$ cat config.mk
export PLATFORM = sky130hd
export DESIGN_NAME = uart_tx_fifo
export DESIGN_NICKNAME = d
export VERILOG_FILES = /design/src/rtl/uart_pkg.sv /design/src/rtl/sync_fifo.sv /design/src/rtl/uart_tx_fifo.sv
export SDC_FILE = /design/constraint.sdc
export NUM_CORES = 1
export LEC_CHECK = 0
export BUFFER_PORTS_ARGS = -buffer_cell sky130_fd_sc_hd__clkbuf_2
export CAP_MARGIN = 20
export CORE_MARGIN = 4
export CORE_UTILIZATION = 65
export DETAILED_ROUTE_END_ITERATION = 8
export PLACE_DENSITY = 0.95
export SLEW_MARGIN = 20
export SYNTH_ARGS = -nofsm -noshare
export SYNTH_HDL_FRONTEND = slang
export SYNTH_HIERARCHICAL = 1
export SYNTH_SLANG_ARGS = --single-unit
$ cat constraint.sdc
create_clock -name clk -period 5.41 [get_ports clk]
set_input_delay 0.541 -clock clk [delete_from_list [all_inputs] [get_ports clk]]
set_output_delay 0.541 -clock clk [all_outputs]
set_load 0.05 [all_outputs]
$ cat src/rtl/uart_pkg.sv
// Shared definitions for the UART transmitter: FSM state encoding, parity
// modes and data-length decode helpers.
package uart_pkg;

   typedef enum logic [2:0] {
      ST_IDLE   = 3'd0,
      ST_START  = 3'd1,
      ST_DATA   = 3'd2,
      ST_PARITY = 3'd3,
      ST_STOP   = 3'd4
   } tx_state_t;

   localparam logic [1:0] PAR_NONE     = 2'd0;
   localparam logic [1:0] PAR_EVEN     = 2'd1;
   localparam logic [1:0] PAR_ODD      = 2'd2;
   localparam logic [1:0] PAR_NONE_ALT = 2'd3;

   localparam logic [1:0] DBITS_5 = 2'd0;
   localparam logic [1:0] DBITS_6 = 2'd1;
   localparam logic [1:0] DBITS_7 = 2'd2;
   localparam logic [1:0] DBITS_8 = 2'd3;

   // Index of the last data bit: 5 bits -> 4, ..., 8 bits -> 7.
   function automatic logic [2:0] last_bit_idx(input logic [1:0] dbits);
      return 3'd4 + {1'b0, dbits};
   endfunction

   function automatic logic [7:0] data_mask(input logic [1:0] dbits);
      logic [7:0] m;
      m = 8'hFF;
      case (dbits)
         DBITS_5: m = 8'h1F;
         DBITS_6: m = 8'h3F;
         DBITS_7: m = 8'h7F;
         DBITS_8: m = 8'hFF;
         default: m = 8'hFF;
      endcase
      return m;
   endfunction

   function automatic logic parity_on(input logic [1:0] mode);
      return (mode == PAR_EVEN) || (mode == PAR_ODD);
   endfunction

   // Only the bits actually transmitted contribute to the parity.
   function automatic logic parity_bit(input logic [7:0] data, input logic [1:0] dbits,
                                       input logic [1:0] mode);
      logic p;
      p = ^(data & data_mask(dbits));
      return (mode == PAR_ODD) ? ~p : p;
   endfunction

endpackage

$ cat src/rtl/sync_fifo.sv
// Single-clock FIFO with occupancy output. Storage is not reset; only the
// pointers and level are, which is enough to make the contents invisible.
module sync_fifo #(
   parameter int WIDTH = 8,
   parameter int DEPTH = 8
) (
   input  logic                     clk,
   input  logic                     rst,
   input  logic                     push,
   input  logic [WIDTH-1:0]         wr_data,
   input  logic                     pop,
   output logic [WIDTH-1:0]         rd_data,
   output logic                     full,
   output logic                     empty,
   output logic [$clog2(DEPTH):0]   level
);

   localparam int AW = $clog2(DEPTH);
   localparam logic [AW:0] FULL_LVL = (AW+1)'(DEPTH);

   logic [WIDTH-1:0] mem [DEPTH];
   logic [AW-1:0]    wr_ptr;
   logic [AW-1:0]    rd_ptr;
   logic [AW:0]      count;
   logic             do_push;
   logic             do_pop;

   assign full    = (count == FULL_LVL);
   assign empty   = (count == '0);
   assign level   = count;
   assign rd_data = mem[rd_ptr];
   assign do_push = push && !full;
   assign do_pop  = pop && !empty;

   // DEPTH is a power of two, so the pointers wrap by natural overflow.
   always_ff @(posedge clk or posedge rst) begin
      if (rst) begin
         wr_ptr <= '0;
         rd_ptr <= '0;
         count  <= '0;
      end else begin
         if (do_push) wr_ptr <= wr_ptr + AW'(1);
         if (do_pop)  rd_ptr <= rd_ptr + AW'(1);
         case ({do_push, do_pop})
            2'b10:   count <= count + (AW+1)'(1);
            2'b01:   count <= count - (AW+1)'(1);
            default: count <= count;
         endcase
      end
   end

   always_ff @(posedge clk) begin
      if (do_push) mem[wr_ptr] <= wr_data;
   end

endmodule

$ cat src/rtl/uart_tx_fifo.sv
// Buffered UART transmitter. Input handshake: a byte transfers on any rising
// edge where in_valid && in_ready; in_ready is low only while the FIFO is full.
module uart_tx_fifo
   import uart_pkg::*;
#(
   parameter int FIFO_DEPTH = 8,
   parameter int DIV_W      = 16
) (
   input  logic                          clk,
   input  logic                          rst,
   input  logic [7:0]                    in_data,
   input  logic                          in_valid,
   output logic                          in_ready,
   input  logic [DIV_W-1:0]              cfg_div,
   input  logic [1:0]                    cfg_dbits,
   input  logic [1:0]                    cfg_parity,
   input  logic                          cfg_stop2,
   output logic                          tx,
   output logic                          tx_busy,
   output logic                          tx_done,
   output logic [$clog2(FIFO_DEPTH):0]   fifo_level
);

   tx_state_t        state;
   logic [DIV_W-1:0] baud_cnt;
   logic [DIV_W-1:0] div_q;
   logic [7:0]       shreg;
   logic [2:0]       bit_idx;
   logic [1:0]       dbits_q;
   logic             par_en_q;
   logic             par_q;
   logic             stop2_q;
   logic             stop_idx;
   logic             bit_end;

   logic             fifo_full;
   logic             fifo_empty;
   logic             fifo_pop;
   logic [7:0]       fifo_rd;

   assign in_ready = !fifo_full;
   assign fifo_pop = (state == ST_IDLE) && !fifo_empty;
   assign bit_end  = (baud_cnt == div_q);

   sync_fifo #(
      .WIDTH (8),
      .DEPTH (FIFO_DEPTH)
   ) u_fifo (
      .clk     (clk),
      .rst     (rst),
      .push    (in_valid),
      .wr_data (in_data),
      .pop     (fifo_pop),
      .rd_data (fifo_rd),
      .full    (fifo_full),
      .empty   (fifo_empty),
      .level   (fifo_level)
   );

   // tx and tx_done are registered from the state, so the line trails the
   // FSM by one cycle; this yields the idle-high gap between frames.
   always_ff @(posedge clk or posedge rst) begin
      if (rst) begin
         state    <= ST_IDLE;
         baud_cnt <= '0;
         div_q    <= '0;
         shreg    <= '0;
         bit_idx  <= '0;
         dbits_q  <= '0;
         par_en_q <= 1'b0;
         par_q    <= 1'b0;
         stop2_q  <= 1'b0;
         stop_idx <= 1'b0;
         tx       <= 1'b1;
         tx_busy  <= 1'b0;
         tx_done  <= 1'b0;
      end else begin
         tx_done <= 1'b0;
         case (state)
            ST_START:  tx <= 1'b0;
            ST_DATA:   tx <= shreg[0];
            ST_PARITY: tx <= par_q;
            default:   tx <= 1'b1;
         endcase

         if (state == ST_IDLE) begin
            if (!fifo_empty) begin
               shreg    <= fifo_rd;
               div_q    <= cfg_div;
               dbits_q  <= cfg_dbits;
               par_en_q <= parity_on(cfg_parity);
               par_q    <= parity_bit(fifo_rd, cfg_dbits, cfg_parity);
               stop2_q  <= cfg_stop2;
               baud_cnt <= '0;
               bit_idx  <= '0;
               stop_idx <= 1'b0;
               tx_busy  <= 1'b1;
               state    <= ST_START;
            end
         end else if (!bit_end) begin
            baud_cnt <= baud_cnt + DIV_W'(1);
         end else begin
            baud_cnt <= '0;
            case (state)
               ST_START: state <= ST_DATA;
               ST_DATA: begin
                  shreg <= shreg >> 1;
                  if (bit_idx == last_bit_idx(dbits_q)) begin
                     state <= par_en_q ? ST_PARITY : ST_STOP;
                  end else begin
                     bit_idx <= bit_idx + 3'd1;
                  end
               end
               ST_PARITY: state <= ST_STOP;
               ST_STOP: begin
                  if (stop2_q && !stop_idx) begin
                     stop_idx <= 1'b1;
                  end else begin
                     state   <= ST_IDLE;
                     tx_busy <= 1'b0;
                     tx_done <= 1'b1;
                  end
               end
               default: state <= ST_IDLE;
            endcase
         end
      end
   end

endmodule

==> tab_implementation.tex <==
\begin{tabular}{lr}
\hline
Metric & Value \\
\hline
\multicolumn{2}{l}{\textbf{Yosys}} \\
\quad Async set-or-reset flop fraction in the synthesized netlist & 0.5039 \\
\quad Area share of the largest cell type after synthesis & 0.3183 \\
\quad Flip-flop and latch count after synthesis & $\sim$130 \\
\quad Distinct cell type count after synthesis & 62 \\
\quad Main combinational cell family by area after synthesis & multiplexers \\
\quad Syn Nets & between 400 and 500 \\
\quad Multiplexer share of the synthesized area & 0.1355 \\
\quad Area of the mapped netlist & between 6000 and 7000 sq um \\
\quad Number of enable flip-flop cells after synthesis & 64 \\
\quad Adder-cell share of the synthesized area & 0.01990 \\
\quad Synthesized instance count & around 440 \\
\quad Fraction of the mapped netlist area in compound gates & 0.08228 \\
\quad Area leader, netlist & edfxtp\_1 \\
\quad Top area cells in the synthesized netlist & edfxtp\_1 32\%, dfrtp\_1 27\%, mux4\_1 7.0\%, mux2\_2 5.6\%, xor2\_1 2.5\% \\
\quad Post-synth top cells & 64 x dfrtp\_1, 64 x edfxtp\_1, 31 x nor2\_1, 30 x mux2\_2, 23 x nand2\_1 \\
\quad Post-Synth Simple-Gate Area & 0.09472 \\
\quad Xor and xnor area share after synthesis & 0.04788 \\
\quad Share of synthesized area occupied by flip-flops and latches & 0.5880 \\
\quad Synth warn & 6 \\
\quad Average cell area after synthesis & between 10 and 15 sq um \\
\quad Dominant register cell in the synthesized netlist & edfxtp\_1 \\
\multicolumn{2}{l}{\textbf{Timing}} \\
\quad Worst relative slew slack & 0.2637 \\
\quad Number of setup violations in the final report & 0 \\
\quad Unrepaired setup endpoints after global routing & false \\
\quad Skew final & roughly 0.0090 ns \\
\quad Fin. Hold Viols & 0 \\
\quad Setup TNS Final & 0 ns \\
\quad Transition time at the pin with the least slew margin & 1.100 ns \\
\quad Top achievable clock speed & about 290 MHz \\
\quad Final Hold Slack & approximately 0.24 ns \\
\quad Shortest clock period the worst path allows after layout & 3.502 ns \\
\quad Crit share post-route & 0.6473 \\
\quad Total count of max-transition violations in the final report & 0 \\
\multicolumn{2}{l}{\textbf{Setup path}} \\
\quad R2R setup slack & 1.91 ns \\
\quad Worst reg2reg path depth & 9 \\
\quad Delay of the slowest critical-path stage & roughly 0.7 ns \\
\quad Data required time at the worst endpoint & around 5.8 ns \\
\quad Critical Path Start & state[1] \\
\quad Worst R2R End & u\_fifo/level[3] \\
\quad Bufs and invs on worst path & 1 \\
\quad Library cell contributing the largest single delay on the critical path & or3\_1 \\
\quad Worst flop-to-flop path startpoint & state[1] \\
\quad Startpoint-to-endpoint class of the critical path & flip-flop to flip-flop \\
\quad Top cell family by delay on the critical path & simple AND/OR/NAND/NOR gates \\
\quad Cell mode on critical path & ha\_1 \\
\quad Chain of cells forming the critical path & or3\_1, nor2\_2, o41ai\_2, inv\_1, ha\_1, ha\_1, or4b\_2, o311ai\_0, o211ai\_1 \\
\quad Arrival time reported for the critical path endpoint & $\sim$3.9 ns \\
\quad Crit path launch type & flip-flop \\
\quad Endpoint type of the worst setup path & flip-flop \\
\quad Critical path peak fanout & 18 \\
\multicolumn{2}{l}{\textbf{Power}} \\
\quad Lkg Pwr & approximately 0.0027 uW \\
\quad Worst ir drop on vdd & $\sim$450 uV \\
\quad Power per unit of standard cell area & 422.4 nW/um\^{}2 \\
\multicolumn{2}{l}{\textbf{Detailed routing}} \\
\quad DRC errors left & 0 \\
\quad Routed Wire Length & 14110 microns \\
\quad Number of DRC markers in iteration 0 & 430 \\
\quad DRT Pass-1 Iters & 5 \\
\quad Post-detailed-route count of antenna-violating nets & 0 \\
\quad Wire per inst & 23.35 microns \\
\quad Number of vias in the routed layout & between 4000 and 5000 \\
\quad Post-detailed-route via-to-cell ratio & 6.826 \\
\multicolumn{2}{l}{\textbf{Final layout}} \\
\quad Number of antenna repair diodes & 0 \\
\quad Fraction of final layout cells with drive strength greater than 1 & 0.2500 \\
\quad End-of-flow core utilization & 0.7761 \\
\quad Synthesis-to-finish area growth & 14.30\% \\
\quad Total Nets Final & around 520 \\
\quad Post-route non-filler standard cell count & slightly above 600 \\
\multicolumn{2}{l}{\textbf{Min path}} \\
\quad Sink of the worst hold path & div\_q[0] \\
\quad Depth of the worst hold-timing path & 2 \\
\quad Startpoint of the tightest hold check path & cfg\_div[0] \\
\quad Min-delay worst type & input port to flip-flop \\
\multicolumn{2}{l}{\textbf{CTS}} \\
\quad Post\_cts resized & 0 \\
\quad H-tree levels & 4 \\
\quad Clock tree buffer depth & 2 \\
\quad Num Clock Sinks & between 100 and 150 \\
\quad Clock tree from TritonCTS & built \\
\quad Total CTS buffers & 17 \\
\quad Worst-Skew Late Latency & roughly 0.53 ns \\
\quad Clock-pin slew of the registers on the worst-case setup and hold paths & 0.07 ns \\
\quad Root buffer cell & clkbuf\_8 \\
\multicolumn{2}{l}{\textbf{Floorplan}} \\
\quad Die Span X & about 100 microns \\
\quad Count of standard-cell rows & 34 \\
\quad Die footprint & 10890 sq um \\
\quad Initial core utilization & 0.6790 \\
\quad Core Footprint & 8891 sq um \\
\quad Die height & $\sim$100 microns \\
\quad Boundary Pins & 40 \\
\multicolumn{2}{l}{\textbf{Global routing}} \\
\quad Number of global-route vias before repair & $\sim$4200 \\
\quad Number of antenna violations at the first check in global routing & 0 \\
\quad Global-route wire length before repair & roughly 23000 microns \\
\quad Maximum number of pins on one net before global-route repair & 56 \\
\quad Total grt overflow & 0 \\
\quad Overall Global Routing Usage & 0.2696 \\
\multicolumn{2}{l}{\textbf{Outcome}} \\
\quad Result of the run & finished clean \\
\multicolumn{2}{l}{\textbf{Placed design}} \\
\quad Placed cell count & between 500 and 600 \\
\quad Count of input and output buffers & 39 \\
\quad HPWL after detailed placement & slightly above 8000 microns \\
\quad Gp weighted congestion & slightly above 0.8 \\
\multicolumn{2}{l}{\textbf{Job}} \\
\quad Max-cap violations & 0 \\
\hline
\end{tabular}
==> through the flow <==
step	setup WS, ns	instance area, sq um	power (uW)
6_report	1.908	6900	2914
5_1_grt	1.754	6900	3025
4_1_cts	1.964	6879	2918
3_5_place_dp	2.016	6282	1804
3_3_place_gp	2.213	6282	1750
2_1_floorplan	1.921	6037	1638
==> per-layer routing <==
layer | wire (microns) | GRT usage | vias to the layer above
li1 | - | - | 1770
met2 | 7167 | 0.4488 | 245
met4 | 507 | 0.1168 | 0
met3 | 989 | 0.06704 | 58
met1 | 5442 | 0.3362 | 2050
met5 | 0 | 0 | -
==> kinds of logic after synthesis <==
family | count (synthesis)
flip-flops | 129
AO/OA/AOI/OAI | 66
multiplexers | 52
AND/OR/NAND/NOR | 113
adder cells (fa/ha/maj) | 9
XOR/XNOR | 33
buffers and inverters | 39
==> what timing repair did <==
| item | 4_1_cts | 5_1_grt |
|---|---|---|
| hold buffers | 1 | 0 |
| setup buffers | 0 | 0 |
| endpoints found under the setup margin | 0 | 0 |
| hold endpoints to repair | 10 | 0 |
==> report_power, final <==
part | internal, uW | leakage (uW) | total (uW) | switching (uW)
Combinational | 205 | 0.00110 | 501 | 295
Clock | 595 | 0.000275 | 1100 | 504
Sequential | 1170 | 0.00136 | 1310 | 141
==> cell type report <==
cell class / instances / area, sq um
fill: 471 / 1991
inverter: 16 / 61.31
clock buffer: 17 / 414.1
sequential: 129 / 3550
clock inverter: 15 / 172.7
tap: 108 / 135.1
timing repair buffer: 46 / 262.8
multi-input combinational: 273 / 2305
==> placed cells by master (no fill, tap or decap), types with 5 or more instances in the layout <==
cell,synthesis,layout
a22o_1,6,6
nand4_1,7,7
clkbuf_2,0,39
dfrtp_1,64,64
nor3_1,10,10
xor2_1,17,17
mux4_1,16,16
a22oi_1,7,7
mux2i_1,6,6
buf_4,2,5
edfxtp_1,64,64
clkbuf_16,0,16
xnor2_1,16,16
nor2_1,31,30
nand3_1,14,14
nand2_1,23,23
mux2_2,30,30
ha_1,8,8
o21ai_0,12,12
a221o_1,7,7
nor4_1,8,7
clkinv_8,0,5
a21oi_1,6,6
inv_1,16,15
==> state kept, by name, summed over array words and instances, names as in the netlist, 2 cells and up <==
| register | flops |
|---|---|
| u_fifo/wr_ptr | 3 |
| u_fifo/mem | 64 |
| bit_idx | 3 |
| dbits_q | 2 |
| div_q | 16 |
| baud_cnt | 16 |
| shreg | 8 |
| u_fifo/level | 4 |
| state | 3 |
| u_fifo/rd_ptr | 3 |
==> worst max path at each step <==
stage,depth (start not counted),end,slack [ns]
after global routing,9,u_fifo/level[3],1.75
after CTS,9,u_fifo/level[3],1.96
after global placement,9,u_fifo/level[3],2.21
after detailed placement,9,u_fifo/level[3],2.02
final,9,u_fifo/level[3],1.91
after floorplan,11,u_fifo/level[3],1.92
No activity file was read; power rests on OpenSTA's default activity.
